<file path="config.mk">
export PLATFORM = sky130hd
export DESIGN_NAME = traffic_controller
export DESIGN_NICKNAME = d
export VERILOG_FILES = /design/src/rtl/traffic_pkg.sv /design/src/rtl/traffic_controller_phase_counter.sv /design/src/rtl/traffic_controller.sv
export SDC_FILE = /design/constraint.sdc
export NUM_CORES = 1
export LEC_CHECK = 0
export BUFFER_PORTS_ARGS = -buffer_cell sky130_fd_sc_hd__buf_2
export CAP_MARGIN = 20
export CORE_ASPECT_RATIO = 1.2
export CORE_MARGIN = 5
export CORE_UTILIZATION = 31
export DETAILED_ROUTE_END_ITERATION = 10
export GPL_ROUTABILITY_DRIVEN = 0
export PLACE_DENSITY = 0.45
export SYNTH_ARGS = -nofsm -noshare
export SYNTH_HDL_FRONTEND = slang
export SYNTH_SLANG_ARGS = --single-unit
</file>
<file path="constraint.sdc">
create_clock -name clk -period 4.7 [get_ports clk]
set_input_delay 0.235 -clock clk [delete_from_list [all_inputs] [get_ports clk]]
set_output_delay 0.235 -clock clk [all_outputs]
set_load 0.01 [all_outputs]
</file>
<file path="src/rtl/traffic_pkg.sv">
// Shared types and default phase durations for the two-way traffic light controller.
package traffic_pkg;

    localparam int unsigned DEF_NS_GREEN_CYCLES = 32;
    localparam int unsigned DEF_EW_GREEN_CYCLES = 16;
    localparam int unsigned DEF_YELLOW_CYCLES   = 4;

    typedef enum logic [1:0] {
        S_NS_GREEN  = 2'd0,
        S_NS_YELLOW = 2'd1,
        S_EW_GREEN  = 2'd2,
        S_EW_YELLOW = 2'd3
    } state_t;

    typedef struct packed {
        logic ns_red;
        logic ns_yellow;
        logic ns_green;
        logic ew_red;
        logic ew_yellow;
        logic ew_green;
    } lamps_t;

    // A one-cycle phase still needs a 1-bit counter.
    function automatic int unsigned cnt_width(input int unsigned n);
        return (n < 2) ? 1 : $clog2(n);
    endfunction

    function automatic lamps_t decode_lamps(input state_t s);
        lamps_t l;
        l = '0;
        case (s)
            S_NS_GREEN:  begin l.ns_green  = 1'b1; l.ew_red    = 1'b1; end
            S_NS_YELLOW: begin l.ns_yellow = 1'b1; l.ew_red    = 1'b1; end
            S_EW_GREEN:  begin l.ns_red    = 1'b1; l.ew_green  = 1'b1; end
            S_EW_YELLOW: begin l.ns_red    = 1'b1; l.ew_yellow = 1'b1; end
            default:     begin l.ns_green  = 1'b1; l.ew_red    = 1'b1; end
        endcase
        return l;
    endfunction

endpackage

</file>
<file path="src/rtl/traffic_controller_phase_counter.sv">
// Saturating phase counter with synchronous clear and terminal-count flag.
module phase_counter #(
    parameter int unsigned     WIDTH = 4,
    parameter logic [WIDTH-1:0] TERM = '1
) (
    input  logic clk,
    input  logic rst,
    input  logic clr_i,
    input  logic en_i,
    output logic tc_o
);

    logic [WIDTH-1:0] cnt_q;
    logic [WIDTH-1:0] cnt_d;

    always_comb begin
        cnt_d = cnt_q;
        if (clr_i) begin
            cnt_d = '0;
        end else if (en_i && (cnt_q != TERM)) begin
            cnt_d = cnt_q + 1'b1;
        end
    end

    always_ff @(posedge clk) begin
        if (rst) begin
            cnt_q <= '0;
        end else begin
            cnt_q <= cnt_d;
        end
    end

    assign tc_o = (cnt_q == TERM);

endmodule

</file>
<file path="src/rtl/traffic_controller.sv">
// Two-way intersection controller: minimum-green phases extended by vehicle
// detectors, fixed yellow, registered lamp outputs.
module traffic_controller
    import traffic_pkg::*;
#(
    parameter int unsigned NS_GREEN_CYCLES = DEF_NS_GREEN_CYCLES,
    parameter int unsigned EW_GREEN_CYCLES = DEF_EW_GREEN_CYCLES,
    parameter int unsigned YELLOW_CYCLES   = DEF_YELLOW_CYCLES
) (
    input  logic clk,
    input  logic rst,
    input  logic NS_VEHICLE_DETECT,
    input  logic EW_VEHICLE_DETECT,
    output logic NS_RED,
    output logic NS_YELLOW,
    output logic NS_GREEN,
    output logic EW_RED,
    output logic EW_YELLOW,
    output logic EW_GREEN
);

    localparam int unsigned NS_W = cnt_width(NS_GREEN_CYCLES);
    localparam int unsigned EW_W = cnt_width(EW_GREEN_CYCLES);
    localparam int unsigned Y_W  = cnt_width(YELLOW_CYCLES);

    state_t state_q;
    state_t state_d;
    lamps_t lamps_q;
    lamps_t lamps_d;

    logic state_chg;
    logic ns_tc;
    logic ew_tc;
    logic y_tc;

    // Every counter clears on any state change, so each phase starts at 0.
    assign state_chg = (state_d != state_q);

    phase_counter #(
        .WIDTH(NS_W),
        .TERM (NS_W'(NS_GREEN_CYCLES - 1))
    ) u_ns_cnt (
        .clk  (clk),
        .rst  (rst),
        .clr_i(state_chg),
        .en_i (state_q == S_NS_GREEN),
        .tc_o (ns_tc)
    );

    phase_counter #(
        .WIDTH(EW_W),
        .TERM (EW_W'(EW_GREEN_CYCLES - 1))
    ) u_ew_cnt (
        .clk  (clk),
        .rst  (rst),
        .clr_i(state_chg),
        .en_i (state_q == S_EW_GREEN),
        .tc_o (ew_tc)
    );

    phase_counter #(
        .WIDTH(Y_W),
        .TERM (Y_W'(YELLOW_CYCLES - 1))
    ) u_y_cnt (
        .clk  (clk),
        .rst  (rst),
        .clr_i(state_chg),
        .en_i ((state_q == S_NS_YELLOW) || (state_q == S_EW_YELLOW)),
        .tc_o (y_tc)
    );

    always_comb begin
        state_d = state_q;
        case (state_q)
            S_NS_GREEN:  if (ns_tc && EW_VEHICLE_DETECT) state_d = S_NS_YELLOW;
            S_NS_YELLOW: if (y_tc) state_d = S_EW_GREEN;
            // NS demand wins over continued EW demand at the EW terminal count.
            S_EW_GREEN:  if (ew_tc && (NS_VEHICLE_DETECT || !EW_VEHICLE_DETECT))
                             state_d = S_EW_YELLOW;
            S_EW_YELLOW: if (y_tc) state_d = S_NS_GREEN;
            default:     state_d = S_NS_GREEN;
        endcase
        lamps_d = decode_lamps(state_d);
    end

    always_ff @(posedge clk) begin
        if (rst) begin
            state_q <= S_NS_GREEN;
            lamps_q <= decode_lamps(S_NS_GREEN);
        end else begin
            state_q <= state_d;
            lamps_q <= lamps_d;
        end
    end

    assign NS_RED    = lamps_q.ns_red;
    assign NS_YELLOW = lamps_q.ns_yellow;
    assign NS_GREEN  = lamps_q.ns_green;
    assign EW_RED    = lamps_q.ew_red;
    assign EW_YELLOW = lamps_q.ew_yellow;
    assign EW_GREEN  = lamps_q.ew_green;

endmodule

</file>
==> impl_metrics.yaml, run 1 <==
outcome:
  status: "complete, no violations"
synth:
  synth_compound_area_frac: 0.186
  synthCells: 82
  synth-adder-area-share: 0.0590
  synth_xor_area_frac: 0.0310
  async_flop_share: 0
  ys_seq_area_frac: 0.448
  synth_top_cells_by_area: "dfxtp_1 (45%), ha_1 (5.9%), nor3_1 (5.9%), mux2i_1 (3.5%), a211oi_1 (3.5%)"
  synth_area_um2: 848
  avgSynthCellArea_um2: 10.3
  synth-edff-count: 0
  netlist.area_leader.share: 0.448
  yosys.area_share.simple: 0.186
  synthTopCellsByCount: "dfxtp_1 (19), nor3_1 (10), inv_1 (5), a211oi_1 (4), ha_1 (4)"
  synth_top_family_by_area: "compound AO/OA/AOI/OAI gates"
  ys_warn_count: 0
  ys_ff_latch: 19
  yosysTopAreaCell: "dfxtp_1"
  synth_flop_cell: "dfxtp_1"
  ys_types: 33
  synthMuxAreaShare: 0.0487
  synth_fp_nets: 90
  synth.most_common_cell: "dfxtp_1"
finish:
  fillers: 277
  fin_cells: 126
  antenna_cells: 0
  fin_nets: 102
  seqCellArea_um2: 380
  drive_gt1_frac: 0.215
  multi_input_area_um2: 433
  area_growth_pct: 11.5
  fin_area_um2: 946
  utilization: 0.367
sta:
  setup_viol: 0
  max-slew-margin-rel: 0.292
  finalHoldViolCount: 0
  slew_viol_final: 0
  setup_slack_ns: 2.65
  max_freq_mhz: 488
  tightest_slew_ns: 1.05
  min_period_ns: 2.05
  final.period_utilization: 0.436
  fin_skew_ns: 0.0104
  setup_tns_ns: 0
  rsz0062_at_grt: "false"
routing:
  ant_nets: 0
  post-route-drc-count: 0
  totalWireLength_um: 1600
  vias: 653
  routed_via_density: 5.18
  wl_per_cell_um: 12.7
  first_iter_violations: 21
  dr.pass1.iters: 4
global_routing:
  grt_pass1_vias: 668
  grt_overflow: 0
  grt_max_degree: 14
  grt_pass1_wl_um: 2900
  antenna_found_initial: 0
  grt_use_total: 0.0963
min_path:
  holdPathStages: 2
  hp-class: "in -> reg"
  whs_endpoint: "state_q[0]$_SDFF_PP0_"
  hp-start: "rst"
critical_path:
  crit_path_start_kind: "flop"
  cp_data_arrival_time_ns: 2.19
  crit_type: "reg -> reg"
  crit_required_ns: 4.84
  r2r_slack_ns: 2.65
  r2r_cells: 3
  crit_start: "state_q[1]$_SDFF_PP0_"
  worstReg2RegStart: "state_q[1]$_SDFF_PP0_"
  r2r-end: "u_y_cnt.cnt_q[1]$_SDFFE_PP0P_"
  critPathMaxFanout: 11
  crit_path_end_kind: "flop"
pwr:
  power_frac_comb: 0.039
  p_leak_nw: 0.385
  switching_share: 0.226
  power_density_mw_per_mm2: 272
  seqPwrFrac: 0.641
  switchingPower_w: 0.0000583
  power.internal_w: 0.000199
  p_clk_frac: 0.321
  ir_drop_uv: 138
clock_network:
  postCtsHoldBufs: 0
  cts_buffers: 3
  cts_buffer_depth: 2
  cts_num_sinks: 19
  cts_max_level: 1
  post_cts_resized: 0
  post-cts-setup-buffers: 0
  cts-root-buf: "clkbuf_4"
  path_clk_slew_ns: 0.11
  cts_tree: "yes"
  insertion_delay_ns: 0.30
floorplan:
  die_x_um: 57.8
  boundaryPins: 10
  initial_core_util: 0.329
  coreArea_mm2: 0.00258
  rows: 20
  die_y_um: 67.3
  dieArea_mm2: 0.00389
placement:
  place_inst: 122
  portBuffers: 9
  hpwl_um: 1190
  place_area_um2: 918
  place_worst_setup_slack_ns: 2.67
run:
  cap_violations: 0
==> state kept, by name, summed over array words and instances, names as in the netlist <==
signal          cells
EW_YELLOW           1
u_y_cnt.cnt_q       2
NS_RED              1
u_ew_cnt.cnt_q      4
NS_GREEN            1
NS_YELLOW           1
state_q             2
EW_GREEN            1
u_ns_cnt.cnt_q      5
EW_RED              1
==> worst max path at each step <==
stage | cells after the start | end | slack [ns]
after detailed placement | 6 | u_ew_cnt.cnt_q[1]$_SDFFE_PP0P_ | 2.67
final | 3 | u_y_cnt.cnt_q[1]$_SDFFE_PP0P_ | 2.65
after CTS | 6 | u_ew_cnt.cnt_q[1]$_SDFFE_PP0P_ | 2.64
after floorplan | 6 | u_ns_cnt.cnt_q[3]$_SDFFE_PP0P_ | 2.81
after global placement | 3 | u_ns_cnt.cnt_q[2]$_SDFFE_PP0P_ | 2.72
after global routing | 6 | u_ew_cnt.cnt_q[1]$_SDFFE_PP0P_ | 2.51
==> area by class of cell <==
type,instances,area share
multi-input combinational,56,0.458
sequential,19,0.402
clock inverter,1,0.00529
inverter,5,0.0198
clock buffer,3,0.0238
tap,33,0.0437
timing repair buffer,9,0.0476
==> logic make-up (layout without fill, tap and decap cells) <==
logic type	Yosys count	after routing
flip-flops	19	19
multiplexers	4	4
AO/OA/AOI/OAI	19	19
buffers and inverters	7	18
adder cells (fa/ha/maj)	4	4
XOR/XNOR	3	3
AND/OR/NAND/NOR	26	26
==> worst max-delay path, stage by stage (launching register included) <==
cell	delay, ns
dfxtp_1	0.54
or2b_4	0.35
nor3_1	0.85
nor3_1	0.15
==> power groups by stage <==
stage               clock network [W]  registers (W)    logic, W
CTS                         0.0000879       0.000165   0.0000102
detailed placement                  0       0.000169   0.0000101
global route                0.0000956       0.000166   0.0000114
floorplan                           0       0.000168  0.00000669
global placement                    0       0.000169   0.0000102
finish                      0.0000827       0.000165  0.00000993
==> layer usage <==
metal	global-route usage	vias up	share of wire
met4	0.0522	0	0.012
met1	0.122	304	0.49
met2	0.151	16	0.45
met5	0	-	0
met3	0.0210	2	0.051
li1	-	331	-
==> cell usage in the layout (no fill, tap or decap) <==
| master | netlist | layout |
|---|---|---|
| ha_1 | 4 | 4 |
| and3b_2 | 1 | 1 |
| dfxtp_1 | 19 | 19 |
| a21boi_0 | 1 | 1 |
| nor3_1 | 10 | 10 |
| o21bai_1 | 1 | 1 |
| o31ai_2 | 1 | 1 |
| o22ai_1 | 1 | 1 |
| a211oi_1 | 4 | 4 |
| nor2_1 | 1 | 1 |
| o21ai_0 | 1 | 1 |
| o21ba_2 | 2 | 2 |
| nor4b_1 | 2 | 2 |
| or2b_4 | 1 | 1 |
| nand3_1 | 3 | 3 |
| nor2b_1 | 2 | 2 |
| inv_1 | 5 | 5 |
| a21oi_1 | 1 | 1 |
| o32ai_1 | 1 | 1 |
| o31a_1 | 2 | 2 |
| nand4b_1 | 1 | 1 |
| mux2_2 | 1 | 1 |
| a41oi_1 | 1 | 1 |
| o31ai_1 | 1 | 1 |
| a211oi_2 | 1 | 1 |
| buf_2 | 1 | 9 |
| and3_1 | 1 | 1 |
| o311ai_0 | 1 | 1 |
| mux2i_1 | 3 | 3 |
| or3_1 | 3 | 3 |
| clkinv_2 | 0 | 1 |
| xnor2_1 | 3 | 3 |
| nand2_1 | 1 | 1 |
| clkbuf_4 | 0 | 3 |
==> per-stage QoR <==
stage	power (W)	hold slack, ns
after floorplan	0.000175	0.312
after global placement	0.000179	0.475
after detailed placement	0.000179	0.474
after CTS	0.000263	0.138
after global routing	0.000273	0.151
final	0.000258	0.149
Note: power is estimated with default switching activity, not from simulation.
==> run 2, diff against run 1 <==
clock period = 2.1 ns   (was 4.7 ns; I/O delays follow)
==> impl_metrics.yaml, run 2 (synthesis gave the netlist of run 1 again) <==
sta:
  max_freq_mhz: 501
  max-slew-margin-rel: 0.736
  finalHoldViolCount: 0
  final.period_utilization: 0.950
  min_period_ns: 1.99
  fin_skew_ns: 0.00972
  slew_viol_final: 0
  setup_viol: 0
  setup_tns_ns: 0
  tightest_slew_ns: 0.390
  setup_slack_ns: 0.105
  rsz0062_at_grt: "false"
clock_network:
  cts_buffer_depth: 2
  cts_tree: "yes"
  post_cts_resized: 0
  cts-root-buf: "clkbuf_4"
  cts_max_level: 1
  cts_num_sinks: 19
  postCtsHoldBufs: 0
  cts_buffers: 3
  path_clk_slew_ns: 0.11
  post-cts-setup-buffers: 0
  insertion_delay_ns: 0.30
placement:
  place_inst: 126
  place_worst_setup_slack_ns: 0.125
  hpwl_um: 1190
  portBuffers: 9
finish:
  final_common_cell: "dfxtp_1"
  area_growth_pct: 14.9
  drive_gt1_frac: 0.237
  fin_cells: 130
  reg.largest.list: "u_ns_cnt.cnt_q: 5 flops, u_ew_cnt.cnt_q: 4 flops"
  utilization: 0.378
  fin_nets: 106
  top_register: "u_ns_cnt.cnt_q"
  mostFrequentLayoutCells: "dfxtp_1 (19), nor3_1 (10), buf_2 (9)"
  antenna_cells: 0
  fillers: 287
  largest_reg_flops: 5
routing:
  routed_via_density: 5.05
  vias: 656
  wl_per_cell_um: 12.4
  dr.pass1.iters: 2
  post-route-drc-count: 0
  totalWireLength_um: 1620
  first_iter_violations: 11
  ant_nets: 0
critical_path:
  crit_type: "reg -> reg"
  critPathMaxFanout: 5
  crit_start: "u_ns_cnt.cnt_q[0]$_SDFFE_PP0P_"
  worstReg2RegStart: "u_ns_cnt.cnt_q[0]$_SDFFE_PP0P_"
  crit_path_end_kind: "flop"
  cp_data_arrival_time_ns: 2.22
  crit_required_ns: 2.32
  crit_path_start_kind: "flop"
global_routing:
  grt_use_total: 0.0991
  grt_max_degree: 14
  grt_pass1_wl_um: 2970
  grt_pass1_vias: 674
  antenna_found_initial: 0
  grt_overflow: 0
min_path:
  hp-class: "in -> reg"
  hp-start: "rst"
floorplan:
  initial_core_util: 0.329
  rows: 20
  boundaryPins: 10
  die_y_um: 67.3
  coreArea_mm2: 0.00258
  dieArea_mm2: 0.00389
  die_x_um: 57.8
pwr:
  ir_drop_uv: 280
  p_leak_nw: 0.401
  p_total_w: 0.000581
  power_density_mw_per_mm2: 596
outcome:
  status: "complete, no violations"
run:
  cap_violations: 0
[run 2: cell count changes in the layout (fill, tap and decap cells not counted)]
cell	before	now
buf_4	0	4
clkbuf_1	0	1
clkinv_2	1	0
[run 2: layout make-up]
cell class	instances	area, um2	area share
clock buffers	4	26.3	0.0270
inverters	5	18.8	0.0193
multi-input cells	56	433	0.444
flip-flops and latches	19	380	0.390
well taps	33	41.3	0.0424
repair buffers	13	75.1	0.0770
[run 2: worst paths after layout]
path | end | slack, ns | cells past startpoint
hold / removal | NS_YELLOW$_SDFF_PP0_ | 0.02 | 2
setup / recovery | u_ns_cnt.cnt_q[3]$_SDFFE_PP0P_ | 0.11 | 6
hold reg to reg | u_ew_cnt.cnt_q[1]$_SDFFE_PP0P_ | 0.51 | 2
setup reg to reg | u_ns_cnt.cnt_q[3]$_SDFFE_PP0P_ | 0.11 | 6
[run 2: per-stage QoR]
step / hold WS [ns] / cell area, um2
after floorplan: 0.182 / 848
after global placement: 0.336 / 948
after detailed placement: 0.340 / 948
after CTS: 0.0103 / 975
after global routing: 0.0295 / 975
final: 0.0199 / 975
[run 2: worst max-delay path: stages, from the launching register on]
cell and delay, ns:
dfxtp_1 0.35, ha_1 0.21, and3_1 0.19, ha_1 0.23, or3_1 0.39, or3_1 0.36
a211oi_2 0.20
[run 2: metal layers]
layer / global-route usage / vias to the layer above / wire length (um)
met2: 0.154 / 10 / 679
met3: 0.0229 / 2 / 70
met4: 0.0522 / 0 / 18
met1: 0.127 / 304 / 849
met5: 0 / - / 0
li1: - / 340 / -
[run 2: power by group]
| part | total (W) | switching [W] | leakage, nW | internal [W] |
|---|---|---|---|---|
| sequential | 0.000369 | 0.00000425 | 0.154 | 0.000365 |
| clock | 0.000188 | 0.000114 | 0.0150 | 0.0000738 |
| combinational | 0.0000236 | 0.0000121 | 0.232 | 0.0000114 |
==> run 3, diff against run 2 <==
clock period = 2.5 ns   (was 2.1 ns; I/O delays follow)
==> impl_metrics.yaml, run 3 (synthesis gave the netlist of run 1 again) <==
global_routing:
  grt_max_degree: 14
  grt_pass1_vias: 621
  grt_pass1_wl_um: 2830
  antenna_found_initial: 0
  grt_use_total: 0.0978
  grt_overflow: 0
routing:
  vias: 644
  first_iter_violations: 10
  dr.pass1.iters: 4
  ant_nets: 0
  post-route-drc-count: 0
  totalWireLength_um: 1600
  wl_per_cell_um: 12.5
  routed_via_density: 5.03
finish:
  antenna_cells: 0
  mostFrequentLayoutCells: "dfxtp_1 (19), nor3_1 (10), buf_2 (9)"
  drive_gt1_frac: 0.232
  area_growth_pct: 13.3
  reg.largest.list: "u_ns_cnt.cnt_q: 5 flops, u_ew_cnt.cnt_q: 4 flops"
  largest_reg_flops: 5
  final_common_cell: "dfxtp_1"
  fin_nets: 104
  fin_area_um2: 961
  top_register: "u_ns_cnt.cnt_q"
pwr:
  seqPwrFrac: 0.633
  power_frac_comb: 0.043
  p_clk_frac: 0.324
  power_density_mw_per_mm2: 510
  ir_drop_uv: 319
  switchingPower_w: 0.000114
  power.internal_w: 0.000376
  switching_share: 0.232
  p_leak_nw: 0.396
sta:
  fin_skew_ns: 0.00386
  finalHoldViolCount: 0
  setup_tns_ns: 0
  min_period_ns: 1.99
  max_freq_mhz: 503
  rsz0062_at_grt: "false"
  final.period_utilization: 0.795
  tightest_slew_ns: 0.680
  max-slew-margin-rel: 0.544
  setup_viol: 0
  slew_viol_final: 0
clock_network:
  post-cts-setup-buffers: 0
  postCtsHoldBufs: 0
  insertion_delay_ns: 0.30
  cts_buffer_depth: 2
  path_clk_slew_ns: 0.11
  cts-root-buf: "clkbuf_4"
  cts_max_level: 1
  cts_num_sinks: 19
  post_cts_resized: 0
  cts_tree: "yes"
  cts_buffers: 3
floorplan:
  dieArea_mm2: 0.00389
  initial_core_util: 0.329
  die_y_um: 67.3
  coreArea_mm2: 0.00258
  rows: 20
  boundaryPins: 10
  die_x_um: 57.8
placement:
  hpwl_um: 1210
  portBuffers: 9
  place_area_um2: 933
critical_path:
  crit_required_ns: 2.73
  crit_path_end_kind: "flop"
  crit_type: "reg -> reg"
  r2r_cells: 6
  crit_path_start_kind: "flop"
  cp_data_arrival_time_ns: 2.22
  critPathMaxFanout: 5
min_path:
  hp-class: "in -> reg"
  holdPathStages: 2
outcome:
  status: "complete, no violations"
run:
  cap_violations: 0
==> run 3: cell count changes in the layout (fill, tap and decap cells not counted), sizes merged <==
cell,previous run,this run
buf,13,11
clkbuf,4,3
clkinv,0,1
==> run 3: final timing paths <==
check                                               startpoint                        endpoint  slack [ns]
worst max-delay path            u_ns_cnt.cnt_q[0]$_SDFFE_PP0P_  u_ns_cnt.cnt_q[3]$_SDFFE_PP0P_        0.51
worst max register to register  u_ns_cnt.cnt_q[0]$_SDFFE_PP0P_  u_ns_cnt.cnt_q[3]$_SDFFE_PP0P_        0.51
worst min register to register  u_ew_cnt.cnt_q[1]$_SDFFE_PP0P_  u_ew_cnt.cnt_q[1]$_SDFFE_PP0P_        0.50
worst min-delay path                                       rst           state_q[0]$_SDFF_PP0_        0.05
==> run 3: power by group through the flow <==
stage / clock network [W] / registers, W / logic, W
global route: 0.000187 / 0.000311 / 0.0000242
CTS: 0.000171 / 0.000310 / 0.0000211
floorplan: 0 / 0.000316 / 0.0000126
global placement: 0 / 0.000317 / 0.0000201
detailed placement: 0 / 0.000317 / 0.0000208
finish: 0.000159 / 0.000310 / 0.0000209
==> run 3: final cells by class <==
cell class | count | area (um2)
inverters | 5 | 18.8
well taps | 33 | 41.3
multi-input cells | 56 | 433
clock buffers | 3 | 22.5
clock inverters | 1 | 5.00
repair buffers | 11 | 60.1
fillers | 278 | 1620
flip-flops and latches | 19 | 380
==> run 3: through the flow <==
step / power [W] / instances / util / setup WS [ns] / hold slack [ns]
floorplan: 0.000329 / 82 / - / 0.608 / 0.202
global placement: 0.000337 / 124 / 0.362 / 0.570 / 0.365
detailed placement: 0.000338 / 124 / 0.362 / 0.520 / 0.364
CTS: 0.000502 / 128 / 0.373 / 0.503 / 0.0255
finish: 0.000490 / 128 / 0.373 / 0.512 / 0.0452
global route: 0.000522 / 128 / 0.373 / 0.377 / 0.0259
==> run 3: worst max-delay path: stages (launching register included) <==
cell and delay (ns):
dfxtp_1 0.35, ha_1 0.20, and3_1 0.19, ha_1 0.22
or3_1 0.39, or3_1 0.37, a211oi_2 0.20
==> run 3: layer usage <==
layer | up-vias | part of all wire | track usage
li1 | 337 | - | -
met1 | 295 | 0.52 | 0.121
met2 | 10 | 0.41 | 0.144
met3 | 2 | 0.061 | 0.0344
met4 | 0 | 0.012 | 0.0609
met5 | - | 0 | 0
